`config.mk`:
```
export PLATFORM = sky130hd
export DESIGN_NAME = div_unit
export DESIGN_NICKNAME = d
export VERILOG_FILES = /design/src/rtl/div_unit.sv
export SDC_FILE = /design/constraint.sdc
export NUM_CORES = 1
export LEC_CHECK = 0
export CORE_ASPECT_RATIO = 1.4
export CORE_MARGIN = 10
export CORE_UTILIZATION = 40
export CTS_CLUSTER_SIZE = 24
export DETAILED_ROUTE_END_ITERATION = 7
export MAX_ROUTING_LAYER = met4
export PLACE_DENSITY = 0.59
export REMOVE_ABC_BUFFERS = 1
export SYNTH_ARGS = -nofsm -noshare
export SYNTH_HDL_FRONTEND = slang
export SYNTH_SLANG_ARGS = --single-unit
export TNS_END_PERCENT = 10
```
`constraint.sdc`:
```
create_clock -name clk -period 7.4 [get_ports clk]
set_clock_uncertainty 0.05 [all_clocks]
set_input_delay 1.11 -clock clk [delete_from_list [all_inputs] [get_ports clk]]
set_output_delay 1.11 -clock clk [all_outputs]
set_load 0.02 [all_outputs]
```
`src/rtl/div_unit.sv`:
```
// div_unit: multicycle restoring divider, one quotient bit per clock.
// Define DIV_UNSIGNED_EN to honour is_unsigned; otherwise all divides are signed.
module div_unit #(
  parameter int WIDTH = 32
) (
  input  logic             clk,
  input  logic             reset,
  input  logic             start,
  input  logic             is_unsigned,
  input  logic [WIDTH-1:0] dividend,
  input  logic [WIDTH-1:0] divisor,
  output logic             busy,
  output logic             done,
  output logic             div0,
  output logic [WIDTH-1:0] hi,
  output logic [WIDTH-1:0] lo
);

  localparam int CW = $clog2(WIDTH);

  typedef enum logic [1:0] {
    IDLE,
    RUN,
    FIX,
    ERR
  } state_t;

  state_t state;
  state_t state_nx;

  logic [CW-1:0]  cnt;
  logic [WIDTH:0] rem;
  logic [WIDTH-1:0] quo;
  logic [WIDTH-1:0] dvs;
  logic sgn_n;
  logic sgn_d;

  logic uns;
`ifdef DIV_UNSIGNED_EN
  assign uns = is_unsigned;
`else
  logic unused_sel;
  assign unused_sel = is_unsigned;
  assign uns = 1'b0;
`endif

  logic neg_n;
  logic neg_d;
  logic [WIDTH-1:0] mag_n;
  logic [WIDTH-1:0] mag_d;
  logic div_zero;
  logic last;

  assign neg_n = !uns && dividend[WIDTH-1];
  assign neg_d = !uns && divisor[WIDTH-1];
  assign mag_n = neg_n ? -dividend : dividend;
  assign mag_d = neg_d ? -divisor : divisor;
  assign div_zero = (divisor == '0);
  assign last = (cnt == CW'(WIDTH - 1));

  logic [WIDTH:0] rem_sh;
  logic [WIDTH:0] rem_sub;
  logic [WIDTH-1:0] quo_sh;
  logic fits;

  // rem[WIDTH] is always zero between steps; folding it in keeps the
  // compare honest should that invariant ever be broken.
  always_comb begin
    rem_sh  = {rem[WIDTH-1:0], quo[WIDTH-1]};
    rem_sub = rem_sh - {1'b0, dvs};
    fits    = rem[WIDTH] || (rem_sh >= {1'b0, dvs});
    quo_sh  = {quo[WIDTH-2:0], fits};
  end

  always_ff @(posedge clk or negedge reset) begin
    if (!reset) begin
      state <= IDLE;
    end else begin
      state <= state_nx;
    end
  end

  always_comb begin
    state_nx = state;
    busy     = 1'b0;
    unique case (state)
      IDLE: begin
        if (start) begin
          state_nx = div_zero ? ERR : RUN;
        end
      end
      RUN: begin
        busy = 1'b1;
        if (last) begin
          state_nx = FIX;
        end
      end
      FIX: begin
        busy     = 1'b1;
        state_nx = IDLE;
      end
      ERR: begin
        state_nx = IDLE;
      end
      default: begin
        state_nx = IDLE;
      end
    endcase
  end

  always_ff @(posedge clk or negedge reset) begin
    if (!reset) begin
      cnt   <= '0;
      rem   <= '0;
      quo   <= '0;
      dvs   <= '0;
      sgn_n <= 1'b0;
      sgn_d <= 1'b0;
      hi    <= '0;
      lo    <= '0;
      done  <= 1'b0;
      div0  <= 1'b0;
    end else begin
      done <= 1'b0;
      div0 <= 1'b0;
      unique case (state)
        IDLE: begin
          if (start && div_zero) begin
            div0 <= 1'b1;
          end else if (start) begin
            rem   <= '0;
            quo   <= mag_n;
            dvs   <= mag_d;
            sgn_n <= neg_n;
            sgn_d <= neg_d;
            cnt   <= '0;
          end
        end
        RUN: begin
          rem <= fits ? rem_sub : rem_sh;
          quo <= quo_sh;
          cnt <= cnt + CW'(1);
        end
        FIX: begin
          lo   <= (sgn_n ^ sgn_d) ? -quo : quo;
          hi   <= sgn_n ? -rem[WIDTH-1:0] : rem[WIDTH-1:0];
          done <= 1'b1;
        end
        default: begin
        end
      endcase
    end
  end

endmodule
```
# ---- Yosys cells after proc, flatten, opt, wreduce, memory -nomap -nowiden
# Cells that the tools add are included.
dict set report totals {
  reg_bits 172
  in_bits 68
  out_inout_bits 67
}
dict set report op_classes {
  addsub 6
  magnitude_cmp 1
  n_eq_ne 7
  muxes 22
  bitwise_logic 2
  n_reduce_logical 10
}
# cell n
set op_table {}
lappend op_table {{$mux W32} 6}
lappend op_table {{$neg A32 Y32} 4}
lappend op_table {{$mux W33} 3}
lappend op_table {{$pmux W33 S2} 1}
lappend op_table {{$pmux W32 S2} 1}
lappend op_table {{$ge A33 B32 Y1} 1}
lappend op_table {{$sub A33 B32 Y33} 1}
lappend op_table {{$logic_not A32 Y1} 1}
lappend op_table {{$mux W5} 2}
lappend op_table {{$pmux W5 S2} 1}
lappend op_table {{$mux W2} 3}
lappend op_table {{$ne A2 B2 Y1 const B} 3}
lappend op_table {{$pmux W2 S3} 1}
lappend op_table {{$reduce_and A3 Y1} 2}
lappend op_table {{$add A5 B1 Y5 const B} 1}
lappend op_table {{$eq A5 B5 Y1 const B} 1}
lappend op_table {{$eq A2 B2 Y1 const B} 2}
lappend op_table {{$mux W1} 4}
lappend op_table {{$reduce_or A2 Y1} 2}
lappend op_table {{$eq A2 B1 Y1 const B} 1}
lappend op_table {{$logic_not A2 Y1} 1}
lappend op_table {{$reduce_and A2 Y1} 1}
lappend op_table {{$reduce_bool A2 Y1} 1}
lappend op_table {{$logic_and A1 B1 Y1} 1}
lappend op_table {{other kinds (3)} 3}

# ---- Longest topological paths before layout
dict set report logic_depth {
  word_depth 5
  mapped_depth 14
  depth_no_buf 13
}

# ---- Least setup slack after synthesis
# No wires, ideal clock.
dict set report synth_timing {
  path_kind {input -> register}
  startpoint {in divisor[17]}
  endpoint {reg rem[11]}
  t_arrival_ps 3422
  required_time_ps 7224
  slack_ps 3802
  stages 10
  path_cell_list {or4_4 nor4_4 nand4_2 o41a_1 nor2_4 nor2_2 buf_6 and2_4 buf_6 a221o_1}
}
dict set report synth_via {
  elab_chain_cells 4
}
# element line_no
set synth_lines {}
lappend synth_lines {{from (decl)} 11} ;# input logic [WIDTH-1:0] divisor,
lappend synth_lines {{$logic_not A32 Y1} 58} ;# assign div_zero = (divisor == '0);
lappend synth_lines {{$logic_and A1 B1 Y1} 128} ;# if (start && div_zero) begin
lappend synth_lines {{$ne A2 B2 Y1 (no line)} --}
lappend synth_lines {{$reduce_and A3 Y1 (no line)} --}
lappend synth_lines {{to (signal assigned)} 140} ;# rem <= fits ? rem_sub : rem_sh;
lappend synth_lines {{to (decl)} 32} ;# logic [WIDTH:0] rem;
# Every way passes these cells.
# A chain may end at the register's enable or synchronous reset.

# ---- Worst setup path in the final report
dict set report layout_timing {
  startpoint {in divisor[10]}
  endpoint {reg rem[31]}
}
# Same word-level chain as after synthesis.

==> run summary <==
mean number of vias per cell: 5.44
sequential area share after synthesis: 37.9%
CTS tree: done
Commonest cells post-synth: 174 x a21oi_1, 172 x dfrtp_1, 140 x nor2_1
CP max stage delay: 0.64 ns
#FFs+latches synth: 172
die area: 35600 sq um
fill count: 2709
CTS Hold Bufs: 0
Max VDD drop: 0.223 mV
number of global-route vias before repair: 9792
Final Power: 6.95 mW
Post-synth EDFFs: 0
setup repair bufs after CTS: 0
layout cell share with drive strength beyond 1: 5.31%
Netlist cell types: 72
reg2reg start: rem[0]$_DFFE_PN0P_
Clock Tree Buf Depth: 2
Max-Cap Viols: 0
largest cells by area after synthesis: dfrtp_1 38%, a21oi_1 7.7%, xor2_1 7.0%
WL per Instance: 17.1 um
Critical Path RT: 7.68 ns
Max transition margin: 24.3%
root buffer cell: clkbuf_16
Internal: 3.71 mW
P&R area growth vs syn: 20.0%
Hold WS: 0.434 ns
combinational power share: 58.9%
worst-margin pin slew: 1.13 ns
via count: 9921
Final Util: 48.9%
DRT Pass-1 Iters: 5
Hold Fails Final Rpt: 0
leading register cell type out of synthesis: dfrtp_1
CP startpoint: divisor[10]
HP Start: dvs[29]$_DFFE_PN0P_
most common cell in the netlist: a21oi_1
Clk pin slew, worst setup/hold paths: 0.07 ns
Port Buffers: 133
global route total overflow: 0
Skew-Pair Late Insertion Delay: 0.46 ns
core area: 27800 sq um
Final #Nets: 1547
Die Span X: 162 um
RSZ-0062 raised after global routing: no
power per cell area: 510 nW/um^2
final worst slack: 2.16 ns
Slew Limit Fails: 0
fmax: 191 MHz
Clock power frac: 15.1%
synth warn: 0
Slowest cell on crit path: nand2_1
Die Y: 219 um
Total GRT Usage: 18.2%
top-level port count: 135
sequential cell area: 4300 sq um
final setup violation count: 0
fin crit period: 5.24 ns
status: finished, final reports clean
Syn Std Cell Area: 11400 sq um
GP Congestion: 0.907
CP Data Arrival Time: 5.52 ns
largest net degree at the start of global routing: 83
CTS Sinks: 172
initial antenna violation count: 2
Synth top area share: 37.9%
Total Wirelength: 31.2 mm
TritonCTS Buffers: 17
Cell Chain, Critical Path: clkdlybuf4s50_1, or4_4, nor4_1, nand4_2, nor4_1, nand2b_1, nand2_1, nand2_1, buf_4, nor2_1, a221o_1
multi-input logic area: 6520 sq um
Routed Antenna Nets: 0
fin crit share: 70.8%
Psw: 3.24 mW
Initial Util: 40.8%
crit path kind: input pin to register
Worst Hold Class: register to register
DRC Markers: 0
post-synthesis average cell area: 8.37 sq um
CP Launch Type: input pin
setup TNS: 0 ns
H-tree levels: 4
Pleak: 5.71 nW
Setup crit end kind: register
Rows: 72
CP Max Fanout: 26
CTS resizes: 0
post-synthesis async set-or-reset flop share: 100%
Iteration-0 DRC Markers: 519
Sw Share: 46.6%
hpwl dp: 23.1 mm
Place WS: 1.75 ns
Mapped Cells: 1356
largest area contributor in the synthesized netlist: dfrtp_1
sequential share of power: 26.0%
global-route wire length before repair: 50.8 mm
-- cell type report --
type	instances	area share [%]
timing repair buffer	147	10.6
clock buffer	18	3.22
inverter	57	1.57
antenna	3	0.0551
multi-input combinational	1042	47.8
tap	370	3.40
clock inverter	14	1.75
sequential	172	31.6
-- cell families (layout without fill, tap and decap cells) --
group	after synthesis	in the layout	share of synthesized area [%]
flip-flops	172	172	37.9
AND/OR/NAND/NOR	403	403	16.8
multiplexers	18	18	1.70
adder cells (fa/ha/maj)	42	42	4.70
buffers and inverters	142	236	4.97
AO/OA/AOI/OAI	433	433	22.6
XOR/XNOR	146	146	11.3
other	0	3	0
-- placed cells by master (no fill, tap or decap), types with 8 or more instances in the layout --
cell type        instances
mux2i_1                  8
o41ai_1                 13
nor4_1                  16
a21oi_1                173
o31ai_1                 35
nand3_1                 27
buf_4                   14
mux2_2                  10
nor3_1                  19
xnor2_1                 54
nor2_1                 140
clkdlybuf4s50_1        132
a31oi_1                  9
o21ai_0                115
nand2_1                114
nand4_1                 10
dfrtp_1                172
or4_1                   14
xor2_1                  91
clkbuf_16               17
inv_1                   56
or3_1                   11
o22ai_1                 26
ha_1                    40
nor2b_1                 11
nand2b_1                14
-- power by group through the flow --
stage	Clock (mW)	Combinational, mW	Sequential, mW
final	1.05	4.09	1.81
after global routing	1.12	4.59	1.88
after CTS	1.08	4.14	1.81
after detailed placement	0	4.12	1.82
after global placement	0	4.08	1.81
after floorplan	0	2.64	1.95
-- sequential cells by signal, summed over array words and instances, names as in the netlist --
name,cells
lo,32
state,2
dvs,32
sgn_d,1
done,1
cnt,5
sgn_n,1
rem,33
quo,32
div0,1
hi,32
-- worst paths after layout --
check	slack, ns	depth (start not counted)	to
min reg2reg	0.43	2	dvs[29]$_DFFE_PN0P_
max reg2reg	3.26	11	rem[20]$_DFFE_PN0P_
max in group asynchronous	5.45	2	lo[20]$_DFFE_PN0P_
min in group asynchronous	0.65	1	hi[16]$_DFFE_PN0P_
max	2.16	11	rem[31]$_DFFE_PN0P_
min	0.43	2	dvs[29]$_DFFE_PN0P_
-- metrics by stage --
stage	instance area [sq um]	cells
4_1_cts	13600	1820
2_1_floorplan	11000	1271
3_3_place_gp	12900	1788
5_1_grt	13600	1822
6_report	13600	1823
3_5_place_dp	12900	1788
-- routing by layer --
| layer | track usage (%) | wire length [um] | vias up |
|---|---|---|---|
| met3 | 3.28 | 1280 | 47 |
| li1 | - | - | 4986 |
| met5 | - | 0 | - |
| met2 | 30.9 | 15600 | 205 |
| met4 | 6.60 | 741 | 0 |
| met1 | 21.0 | 13500 | 4683 |
-- critical path: cells and delay by family --
family / cells / cell delay (ns)
AOI/OAI and AO/OA: 1 / 0.34
buffers and inverters: 2 / 0.83
and+or+nand+nor: 8 / 3.23
No activity file was read; power rests on OpenSTA's default activity.
